### src/rtl/calc_n_tagged.sv
// Multi-port tagged calculator: per-port two-cycle request capture into a FIFO,
// round-robin issue into a shared 2-stage execute pipe, results routed back by port.

module calc_n_tagged_port #(
  parameter int DATA_W = 32,
  parameter int TAG_W  = 2,
  parameter int QDEPTH = 4
) (
  input  logic              clk_i,
  input  logic              rst_i,
  input  logic [3:0]        cmd_i,
  input  logic [DATA_W-1:0] data_i,
  input  logic [TAG_W-1:0]  tag_i,
  input  logic              pop_i,
  output logic              ready_o,
  output logic              nempty_o,
  output logic [3:0]        hd_cmd_o,
  output logic [DATA_W-1:0] hd_op1_o,
  output logic [DATA_W-1:0] hd_op2_o,
  output logic [TAG_W-1:0]  hd_tag_o
);
  localparam int AW = $clog2(QDEPTH);

  typedef struct packed {
    logic [3:0]        cmd;
    logic [DATA_W-1:0] op1;
    logic [DATA_W-1:0] op2;
    logic [TAG_W-1:0]  tag;
  } req_t;

  typedef enum logic {S_IDLE, S_WAIT_OP2} state_e;

  state_e            state_q, state_d;
  logic [3:0]        cmd_q, cmd_d;
  logic [DATA_W-1:0] op1_q, op1_d;
  logic [TAG_W-1:0]  tag_q, tag_d;
  req_t              mem_q [QDEPTH];
  logic [AW-1:0]     wptr_q, rptr_q;
  logic [AW:0]       occ_q, occ_d;
  logic [AW+1:0]     need_d;
  logic              ready_q, ready_d, wr;

  always_comb begin
    state_d = state_q;
    cmd_d   = cmd_q;
    op1_d   = op1_q;
    tag_d   = tag_q;
    wr      = 1'b0;
    case (state_q)
      S_IDLE: if (cmd_i != 4'd0 && ready_q) begin
        state_d = S_WAIT_OP2;
        cmd_d   = cmd_i;
        op1_d   = data_i;
        tag_d   = tag_i;
      end
      S_WAIT_OP2: begin
        wr      = 1'b1;
        state_d = S_IDLE;
      end
      default: state_d = S_IDLE;
    endcase
    occ_d   = occ_q + (AW+1)'(wr) - (AW+1)'(pop_i);
    // A half-captured request already owns a slot, so it counts against room.
    need_d  = (AW+2)'(occ_d) + (AW+2)'(state_d == S_WAIT_OP2);
    ready_d = need_d < (AW+2)'(QDEPTH);
  end

  always_ff @(posedge clk_i) begin
    if (rst_i) begin
      state_q <= S_IDLE;
      cmd_q   <= '0;
      op1_q   <= '0;
      tag_q   <= '0;
      wptr_q  <= '0;
      rptr_q  <= '0;
      occ_q   <= '0;
      ready_q <= 1'b1;
    end else begin
      state_q <= state_d;
      cmd_q   <= cmd_d;
      op1_q   <= op1_d;
      tag_q   <= tag_d;
      occ_q   <= occ_d;
      ready_q <= ready_d;
      if (wr)    wptr_q <= wptr_q + 1'b1;
      if (pop_i) rptr_q <= rptr_q + 1'b1;
    end
  end

  always_ff @(posedge clk_i) begin
    if (wr) mem_q[wptr_q] <= {cmd_q, op1_q, data_i, tag_q};
  end

  assign ready_o  = ready_q & ~rst_i;
  assign nempty_o = (occ_q != '0);
  assign hd_cmd_o = mem_q[rptr_q].cmd;
  assign hd_op1_o = mem_q[rptr_q].op1;
  assign hd_op2_o = mem_q[rptr_q].op2;
  assign hd_tag_o = mem_q[rptr_q].tag;
endmodule

module calc_n_tagged #(
  parameter int NUM_PORTS = 4,
  parameter int DATA_W    = 32,
  parameter int TAG_W     = 2,
  parameter int QDEPTH    = 4
) (
  input  logic                               c_clk,
  input  logic                               reset,
  input  logic [NUM_PORTS-1:0][3:0]          req_cmd_in,
  input  logic [NUM_PORTS-1:0][DATA_W-1:0]   req_data_in,
  input  logic [NUM_PORTS-1:0][TAG_W-1:0]    req_tag_in,
  output logic [NUM_PORTS-1:0]               req_ready,
  output logic [NUM_PORTS-1:0][1:0]          out_resp,
  output logic [NUM_PORTS-1:0][DATA_W-1:0]   out_data,
  output logic [NUM_PORTS-1:0][TAG_W-1:0]    out_tag
);
  localparam int PW     = $clog2(NUM_PORTS);
  localparam int SHW    = $clog2(DATA_W);
  localparam int STAGES = 2;

  typedef struct packed {
    logic [PW-1:0]     port;
    logic [3:0]        cmd;
    logic [DATA_W-1:0] op1;
    logic [DATA_W-1:0] op2;
    logic [TAG_W-1:0]  tag;
  } iss_t;

  typedef struct packed {
    logic [PW-1:0]     port;
    logic [1:0]        resp;
    logic [DATA_W-1:0] data;
    logic [TAG_W-1:0]  tag;
  } rsp_t;

  logic [NUM_PORTS-1:0]             nempty, pop;
  logic [NUM_PORTS-1:0][3:0]        hd_cmd;
  logic [NUM_PORTS-1:0][DATA_W-1:0] hd_op1, hd_op2;
  logic [NUM_PORTS-1:0][TAG_W-1:0]  hd_tag;

  logic [PW-1:0]     ptr_q, gnt_idx, cand;
  logic              gnt_vld;
  logic [STAGES:1]   vld_q;
  logic [STAGES:0]   vld_pipe;
  iss_t              iss_d, s1_q;
  rsp_t              ex_d, s2_q;
  logic [DATA_W:0]   sum;
  logic [SHW-1:0]    sh;

  for (genvar p = 0; p < NUM_PORTS; p++) begin : g_port
    calc_n_tagged_port #(.DATA_W(DATA_W), .TAG_W(TAG_W), .QDEPTH(QDEPTH)) u_port (
      .clk_i    (c_clk),
      .rst_i    (reset),
      .cmd_i    (req_cmd_in[p]),
      .data_i   (req_data_in[p]),
      .tag_i    (req_tag_in[p]),
      .pop_i    (pop[p]),
      .ready_o  (req_ready[p]),
      .nempty_o (nempty[p]),
      .hd_cmd_o (hd_cmd[p]),
      .hd_op1_o (hd_op1[p]),
      .hd_op2_o (hd_op2[p]),
      .hd_tag_o (hd_tag[p])
    );
    assign pop[p]      = gnt_vld && (gnt_idx == PW'(p));
    assign out_resp[p] = (vld_pipe[STAGES] && s2_q.port == PW'(p)) ? s2_q.resp : 2'd0;
    assign out_data[p] = (vld_pipe[STAGES] && s2_q.port == PW'(p)) ? s2_q.data : '0;
    assign out_tag[p]  = (vld_pipe[STAGES] && s2_q.port == PW'(p)) ? s2_q.tag  : '0;
  end

  // Search starts just past the last winner, so the previous grantee goes last.
  always_comb begin
    gnt_vld = 1'b0;
    gnt_idx = ptr_q;
    cand    = ptr_q;
    for (int i = 1; i <= NUM_PORTS; i++) begin
      cand = PW'((int'(ptr_q) + i) % NUM_PORTS);
      if (!gnt_vld && nempty[cand]) begin
        gnt_vld = 1'b1;
        gnt_idx = cand;
      end
    end
    iss_d.port = gnt_idx;
    iss_d.cmd  = hd_cmd[gnt_idx];
    iss_d.op1  = hd_op1[gnt_idx];
    iss_d.op2  = hd_op2[gnt_idx];
    iss_d.tag  = hd_tag[gnt_idx];
  end

  always_comb begin
    sum       = {1'b0, s1_q.op1} + {1'b0, s1_q.op2};
    sh        = s1_q.op2[SHW-1:0];
    ex_d.port = s1_q.port;
    ex_d.tag  = s1_q.tag;
    ex_d.resp = 2'd2;
    ex_d.data = '0;
    case (s1_q.cmd)
      4'd1: if (!sum[DATA_W]) begin
        ex_d.resp = 2'd1;
        ex_d.data = sum[DATA_W-1:0];
      end
      4'd2: if (s1_q.op2 <= s1_q.op1) begin
        ex_d.resp = 2'd1;
        ex_d.data = s1_q.op1 - s1_q.op2;
      end
      4'd5: begin
        ex_d.resp = 2'd1;
        ex_d.data = s1_q.op1 << sh;
      end
      4'd6: begin
        ex_d.resp = 2'd1;
        ex_d.data = s1_q.op1 >> sh;
      end
      default: ;
    endcase
  end

  assign vld_pipe = {vld_q, gnt_vld};

  always_ff @(posedge c_clk) begin
    if (reset) begin
      vld_q <= '0;
      ptr_q <= PW'(NUM_PORTS - 1);
    end else begin
      vld_q <= vld_pipe[STAGES-1:0];
      if (gnt_vld) ptr_q <= gnt_idx;
    end
  end

  // Payload registers need no reset; every consumer is qualified by vld_pipe.
  always_ff @(posedge c_clk) begin
    if (vld_pipe[0]) s1_q <= iss_d;
    if (vld_pipe[1]) s2_q <= ex_d;
  end
endmodule

### config.mk
export PLATFORM = sky130hd
export DESIGN_NAME = calc_n_tagged
export DESIGN_NICKNAME = d
export VERILOG_FILES = /design/src/rtl/calc_n_tagged.sv
export SDC_FILE = /design/constraint.sdc
export NUM_CORES = 2
export LEC_CHECK = 0
export CAP_MARGIN = 0
export CORE_MARGIN = 2
export CORE_UTILIZATION = 60
export DETAILED_ROUTE_END_ITERATION = 10
export HOLD_SLACK_MARGIN = 0.05
export PLACE_DENSITY_LB_ADDON = 0.2
export SLEW_MARGIN = 10
export SYNTH_ARGS = -nofsm -noshare
export SYNTH_HDL_FRONTEND = slang
export SYNTH_SLANG_ARGS = --single-unit
### constraint.sdc
create_clock -name c_clk -period 4.8 [get_ports c_clk]
set_input_delay 0.72 -clock c_clk [delete_from_list [all_inputs] [get_ports c_clk]]
set_output_delay 0.72 -clock c_clk [all_outputs]
set_load 0.1 [all_outputs]
* After elaboration in Yosys (flattened, before gate mapping)
Memories as Yosys holds them, arrays and structs flattened. A register that Yosys moved wholly into a read port is not among the register bits.
Cells that the tools add are included.
** Word-level totals
- Logic and storage cells :: 203
- Memories :: 4
- Output and inout bits :: 148
- RAM bits :: 1120
- Register bits after elaboration :: 302
** Operators by class
- $add $sub $neg :: 26
- Shifts and indexed selects :: 2
- Mux-type cells :: 67
- Eq/ne operators :: 10
- Bitwise gates (word level) :: 9
- Magnitude comparators :: 10
- Reductions and logical operators :: 32
** Memory list
- g_port[0].u_port.mem_q :: words 4, width 70, read ports 1, clocked after Yosys merged registers in 1, write ports 1, RTL line 37 : req_t mem_q [QDEPTH];
- g_port[1].u_port.mem_q :: words 4, width 70, read ports 1, clocked after Yosys merged registers in 1, write ports 1, RTL line 37
- g_port[2].u_port.mem_q :: words 4, width 70, read ports 1, clocked after Yosys merged registers in 1, write ports 1, RTL line 37
- g_port[3].u_port.mem_q :: words 4, width 70, read ports 1, clocked after Yosys merged registers in 1, write ports 1, RTL line 37
** Operators by type and width (number)
- 32-bit two-way mux :: 6
- 34-bit one-hot mux with 4 select lines :: 1
- 32-bit binary-select mux with 2-bit select :: 2
- 34-bit two-way mux :: 2
- 2-bit two-way mux :: 21
- 32-bit by 32-bit adder with 33-bit output :: 1
- 32-bit less-or-equal comparator :: 1
- 32-bit by 5-bit << shifter with 32-bit output :: 1
- 32-bit by 5-bit right shift with 32-bit output :: 1
- 32-bit subtractor :: 1
- 1-bit two-way mux :: 24
- 2-bit by 1-bit adder with 2-bit output (second input constant) :: 10
- 3-bit by 1-bit adder with 4-bit output :: 4
- 4-bit by 3-bit less-than comparator with 1-bit output (second input constant) :: 4
- 4-bit nonzero test :: 4
- 1-bit logical AND :: 15
- 2-bit by 3-bit less-than comparator with 1-bit output (second input constant) :: 5
- 3-bit by 1-bit adder with 3-bit output :: 4
- 3-bit nonzero test :: 4
- 3-bit by 1-bit subtractor with 3-bit output :: 4
- 1-bit binary-select mux with 2-bit select :: 4
- 4-bit binary-select mux with 2-bit select :: 1
- 2-bit equality test (second input constant) :: 4
- 4-bit by 3-bit equality test with 1-bit output (second input constant) :: 2
- other kinds (12) :: 30

* Logic depth before layout (Yosys ltp)
- Word-level depth :: 18
- Depth in mapped cells :: 19
- Gate-level depth less buffers :: 17

* By module
From an unflattened synthesis, not the netlist that was laid out.
** Second synthesis, totals
- Cell total of the unflattened synthesis :: 3775
- Area total of the unflattened synthesis :: 62283.5 um^2
** Modules (own cells, without submodules)
- calc_n_tagged_port :: area an instance 12251.8 um^2, instances 4, seq. area each 9389.0 um^2, cells each 581
- calc_n_tagged :: area an instance 13276.5 um^2, instances 1, seq. area each 3383.2 um^2, cells each 1451

* Least setup slack after synthesis
Ideal clock, no wire load.
- Kind :: register to register
- Start :: register g_port[0].u_port.occ_q[1]
- End :: register g_port[2].u_port.ready_q
- Arrival time :: 3.930 ns
- Data required time :: 4.666 ns
- Setup time :: 0.134 ns
- Period minus slack after synthesis :: 4.063 ns
- Stages on the path, launching flop included :: 16
- Setup slack :: 0.737 ns
- Path through :: dfxtp_1 > or3_1 > nor2_1 > and3_1 > inv_1 > nand2_1 > nor2_1 > ha_1 > inv_1 > ha_1 > inv_1 > fa_1 > xor2_1 > xnor2_1 > nor2_1 > a31oi_1
** On the way
- Elaborated cells between the ends (all ways) :: 28
- Classes of those cells :: add/sub (2); order compare (1); eq/ne (1); mux (16); reduce/logical (8)
** RTL lines
- from (decl) :: RTL line 39 : logic [AW:0] occ_q, occ_d;
- from (signal assigned) :: RTL line 76 : occ_q <= '0;
- from (signal assigned) :: RTL line 83 : occ_q <= occ_d;
- 3-bit nonzero test * :: RTL line 95 : assign nempty_o = (occ_q != '0);
- 1-bit binary-select mux with 2-bit select :: RTL line 179 : if (!gnt_vld && nempty[cand]) begin
- 1-bit two-way mux (implied by the code) :: RTL line 179
- 1-bit two-way mux :: RTL line 179
- 1-bit zero test :: RTL line 179
- 1-bit logical AND :: RTL line 179
- 1-bit two-way mux :: RTL line 179
- 1-bit zero test :: RTL line 179
- [... 3 more ...]
- 1-bit logical AND :: RTL line 179
- 1-bit two-way mux * :: RTL line 179
- via gnt_vld :: RTL line 143 : logic gnt_vld;
- 1-bit logical AND * :: RTL line 166 : assign pop[p] = gnt_vld && (gnt_idx == PW'(p));
- via g_port[2].u_port.pop_i :: RTL line 14 : input logic pop_i,
- 3-bit by 1-bit subtractor with 3-bit output * :: RTL line 62 : occ_d = occ_q + (AW+1)'(wr) - (AW+1)'(pop_i);
- 3-bit by 1-bit adder with 4-bit output * :: RTL line 64 : need_d = (AW+2)'(occ_d) + (AW+2)'(state_d == S_WAIT_OP2);
- 4-bit by 3-bit less-than comparator with 1-bit output * :: RTL line 65 : ready_d = need_d < (AW+2)'(QDEPTH);
- to (signal assigned) :: RTL line 84 : ready_q <= ready_d;
- to (decl) :: RTL line 41 : logic ready_q, ready_d, wr;
The timed path passes the listed nets; every way through them passes the cells marked *. The select of a mux whose other input is x is not followed.
A chain may end at the register's enable or synchronous reset.

==> impl_metrics.env <==
export IMPL_fp_row_count=116
export IMPL_via_per_inst=6.32
export IMPL_drt_first_iter_violations=3981
export IMPL_post_route_min_period_ns=4.47
export IMPL_nets=4604
export IMPL_dr_wl_met3_mm=12.3
export IMPL_drc_errors=0
export IMPL_p_per_area_nw_per_um2=687
export IMPL_yosys_area_top_type="edfxtp_1"
export IMPL_timing_rr_end="s2_q[29]"
export IMPL_cts_tree="yes"
export IMPL_synthesis_area_um2=60900
export IMPL_htree_levels=4
export IMPL_insertion_delay_ns=0.76
export IMPL_dieArea_um2=104000
export IMPL_final_setup_tns_ns=0
export IMPL_final_layout_size_suffix_gt1_share_pct=14.4
export IMPL_period_share_pct=93.2
export IMPL_clock_path_buffers=3
export IMPL_cp_common_cell="a21oi_2"
export IMPL_cts_made_buffers=143
export IMPL_leakage_nw=23.6
export IMPL_r2r_cells=12
export IMPL_syn_inst=4098
export IMPL_cts_hold_buf=0
export IMPL_fmax_mhz=224
export IMPL_port_buffers=301
export IMPL_grt_pass1_vias=36007
export IMPL_critPathKind="register to register"
export IMPL_boundaryPins=302
export IMPL_vdd_ir_drop_max_uv=874
export IMPL_top_layer="met5"
export IMPL_crit_slowest_cell="o211ai_2"
export IMPL_synthFlopType="edfxtp_1"
export IMPL_cts_root_buf="clkbuf_16"
export IMPL_syn_nets=4347
export IMPL_holdPathStages=2
export IMPL_slew_headroom_pct=21.7
export IMPL_r2r_setup_slack_ns=0.33
export IMPL_overflow=0
export IMPL_place_ws_ns=0.531
export IMPL_grt_first_pass_wirelength_mm=236
export IMPL_antenna_found_initial=15
export IMPL_vias=36909
export IMPL_yosysTopAreaCellShare_pct=60.7
export IMPL_cp_slowest_stage_delay_ns=0.86
export IMPL_cp_num_buf_inv=2
export IMPL_area_growth_pct=14.9
export IMPL_synth_edf_count=1230
export IMPL_ys_ff_latch=1430
export IMPL_rsz0062_at_grt="no"
export IMPL_track_usage_pct=31.3
export IMPL_wl_per_cell_um=27.7
export IMPL_final_common_cell="edfxtp_1"
export IMPL_hpwl_mm=107
export IMPL_m1WireLength_mm=61.6
export IMPL_crit_family="compound AO/OA/AOI/OAI gates"
export IMPL_yosysSeqAreaShare_pct=67.3
export IMPL_cts_sinks=1430
export IMPL_post_cts_resized=0
export IMPL_critPathRequiredTime_ns=5.30
export IMPL_die_h_um=322
export IMPL_clk_pin_slew_ns=0.06
export IMPL_fin_ws_ns=0.327
export IMPL_hold_class="primary input to register"
export IMPL_place_congestion=1.00
export IMPL_skew_ns=0.0279
export IMPL_cts_setup_buffers=0
export IMPL_finalSetupViolCount=0
export IMPL_design_core_area_um2=100000
export IMPL_design_area_um2=70000
export IMPL_worstHoldStart="reset"
export IMPL_crit_chain="inv_1, ha_1, o211a_1, o31ai_4, a21oi_2, a211oi_4, a21oi_2, o211ai_2, buf_4, o22ai_1, o21ai_0, nand3_1"
export IMPL_firstDrtPassIters=6
export IMPL_worstReg2RegStart="s1_q[6]"
export IMPL_drv_cap=0
export IMPL_status="complete, no violations"
export IMPL_wirelength_mm=162
export IMPL_slew_violations=0
export IMPL_worst_pin_slew_ns=1.17
export IMPL_yosysWarnings=0
export IMPL_die_w_um=322
export IMPL_ant_nets=0
export IMPL_wl_met2_mm=78.8
export IMPL_post_route_util_pct=69.7
export IMPL_nFillCells=6581
export IMPL_hold_viol=0
export IMPL_grt_max_degree=142
export IMPL_start_util_pct=60.7
export IMPL_crit_fanout=16
export IMPL_critPathArrivalTime_ns=4.97
export IMPL_min_to="g_port[1].u_port.rptr_q[0]"
export IMPL_layout_common_cells="edfxtp_1 (1230), nand2_1 (512), clkdlybuf4s50_1 (300)"
export IMPL_start_kind="register"
export IMPL_post_dp_cell_area_um2=65300
export IMPL_synth_area_leaders="edfxtp_1 (61%), mux4_2 (11%), dfxtp_1 (6.6%)"
export IMPL_avgSynthCellArea_um2=14.8
export IMPL_endpoint_kind="register"
export IMPL_ys_types=88
export IMPL_async_reset_ff_share_pct=0
export IMPL_whs_ns=0.330
kinds of logic after synthesis:
group / share of synthesized area [%]
multiplexers: 11.9
AND/OR/NAND/NOR: 8.07
flip-flops: 67.3
XOR/XNOR: 0.317
buffers and inverters: 2.39
adder cells (fa/ha/maj): 2.03
AO/OA/AOI/OAI: 8.03
flip-flops by register name, indices dropped and copies added (netlist names), named ones only:
name                   cells
g_port.u_port.cmd_q       16
g_port.u_port.wptr_q       8
g_port.u_port.occ_q       12
g_port.u_port.mem_q     1120
vld_q                      2
g_port.u_port.rptr_q       8
ex_d                       4
s1_q                      68
g_port.u_port.tag_q        8
g_port.u_port.state_q      4
g_port.u_port.op1_q      128
s2_q                      38
g_port.u_port.ready_q      4
ptr_q                      2
cell usage after synthesis, drive strengths merged, types with 8 or more instances:
library cell and n:
a211oi 82, a21o 19, a21oi 251, a221o 9, a221oi 10, a22oi 17
a31oi 86, and2 236, buf 44, clkbuf 222, dfxtp 200, edfxtp 1230
ha 89, inv 97, mux2i 77, mux4 286, nand2 512, nand2b 40
nand3 15, nor2 169, nor2b 24, nor3 23, nor4 8, o211ai 22
o21a 9, o21ai 122, o21bai 20, o221ai 12, o22ai 35, or3 10
xnor2 15
worst max path at each step:
stage | startpoint | endpoint | slack [ns] | cells after the start
final | s1_q[6] | s2_q[29] | 0.33 | 12
after global placement | s1_q[6] | s2_q[29] | 0.61 | 12
after CTS | s1_q[6] | s2_q[29] | 0.51 | 12
after floorplan | g_port[0].u_port.occ_q[1] | g_port[2].u_port.ready_q | 0.74 | 15
after global routing | s1_q[6] | s2_q[29] | 0.25 | 12
after detailed placement | s1_q[6] | s2_q[29] | 0.53 | 12
stage by stage:
step | power [mW] | cells
2_1_floorplan | 29.9 | 4098
3_3_place_gp | 36.8 | 5567
3_5_place_dp | 37.0 | 5567
4_1_cts | 47.9 | 5834
5_1_grt | 49.9 | 5837
6_report | 48.1 | 5842
worst reg2reg max path, stage by stage (launching register included):
cell and delay (ns):
edfxtp_1 0.55, inv_1 0.23, ha_1 0.51, o211a_1 0.21
o31ai_4 0.08, a21oi_2 0.17, a211oi_4 0.52, a21oi_2 0.15
o211ai_2 0.86, buf_4 0.34, o22ai_1 0.09, o21ai_0 0.38
nand3_1 0.12
where the power goes:
group          internal (mW)  switching, mW
logic                   6.39           12.9
clock network           6.29           4.65
registers               16.1           1.71
final cells by class:
type	count	area, µm²	area share, %
well taps	1357	1700	2.43
inverters	99	375	0.537
clock buffers	214	4140	5.92
clock inverters	53	508	0.726
diodes	8	20.0	0.0286
repair buffers	378	3650	5.22
multi-input cells	2303	18600	26.6
flip-flops and latches	1430	41000	58.6
layer usage:
metal,track usage [%],up-vias
li1,-,16217
met1,42.3,18634
met2,50.0,1727
met3,4.88,315
met4,16.2,16
met5,0,-
Power figures use the tool's default switching activity.
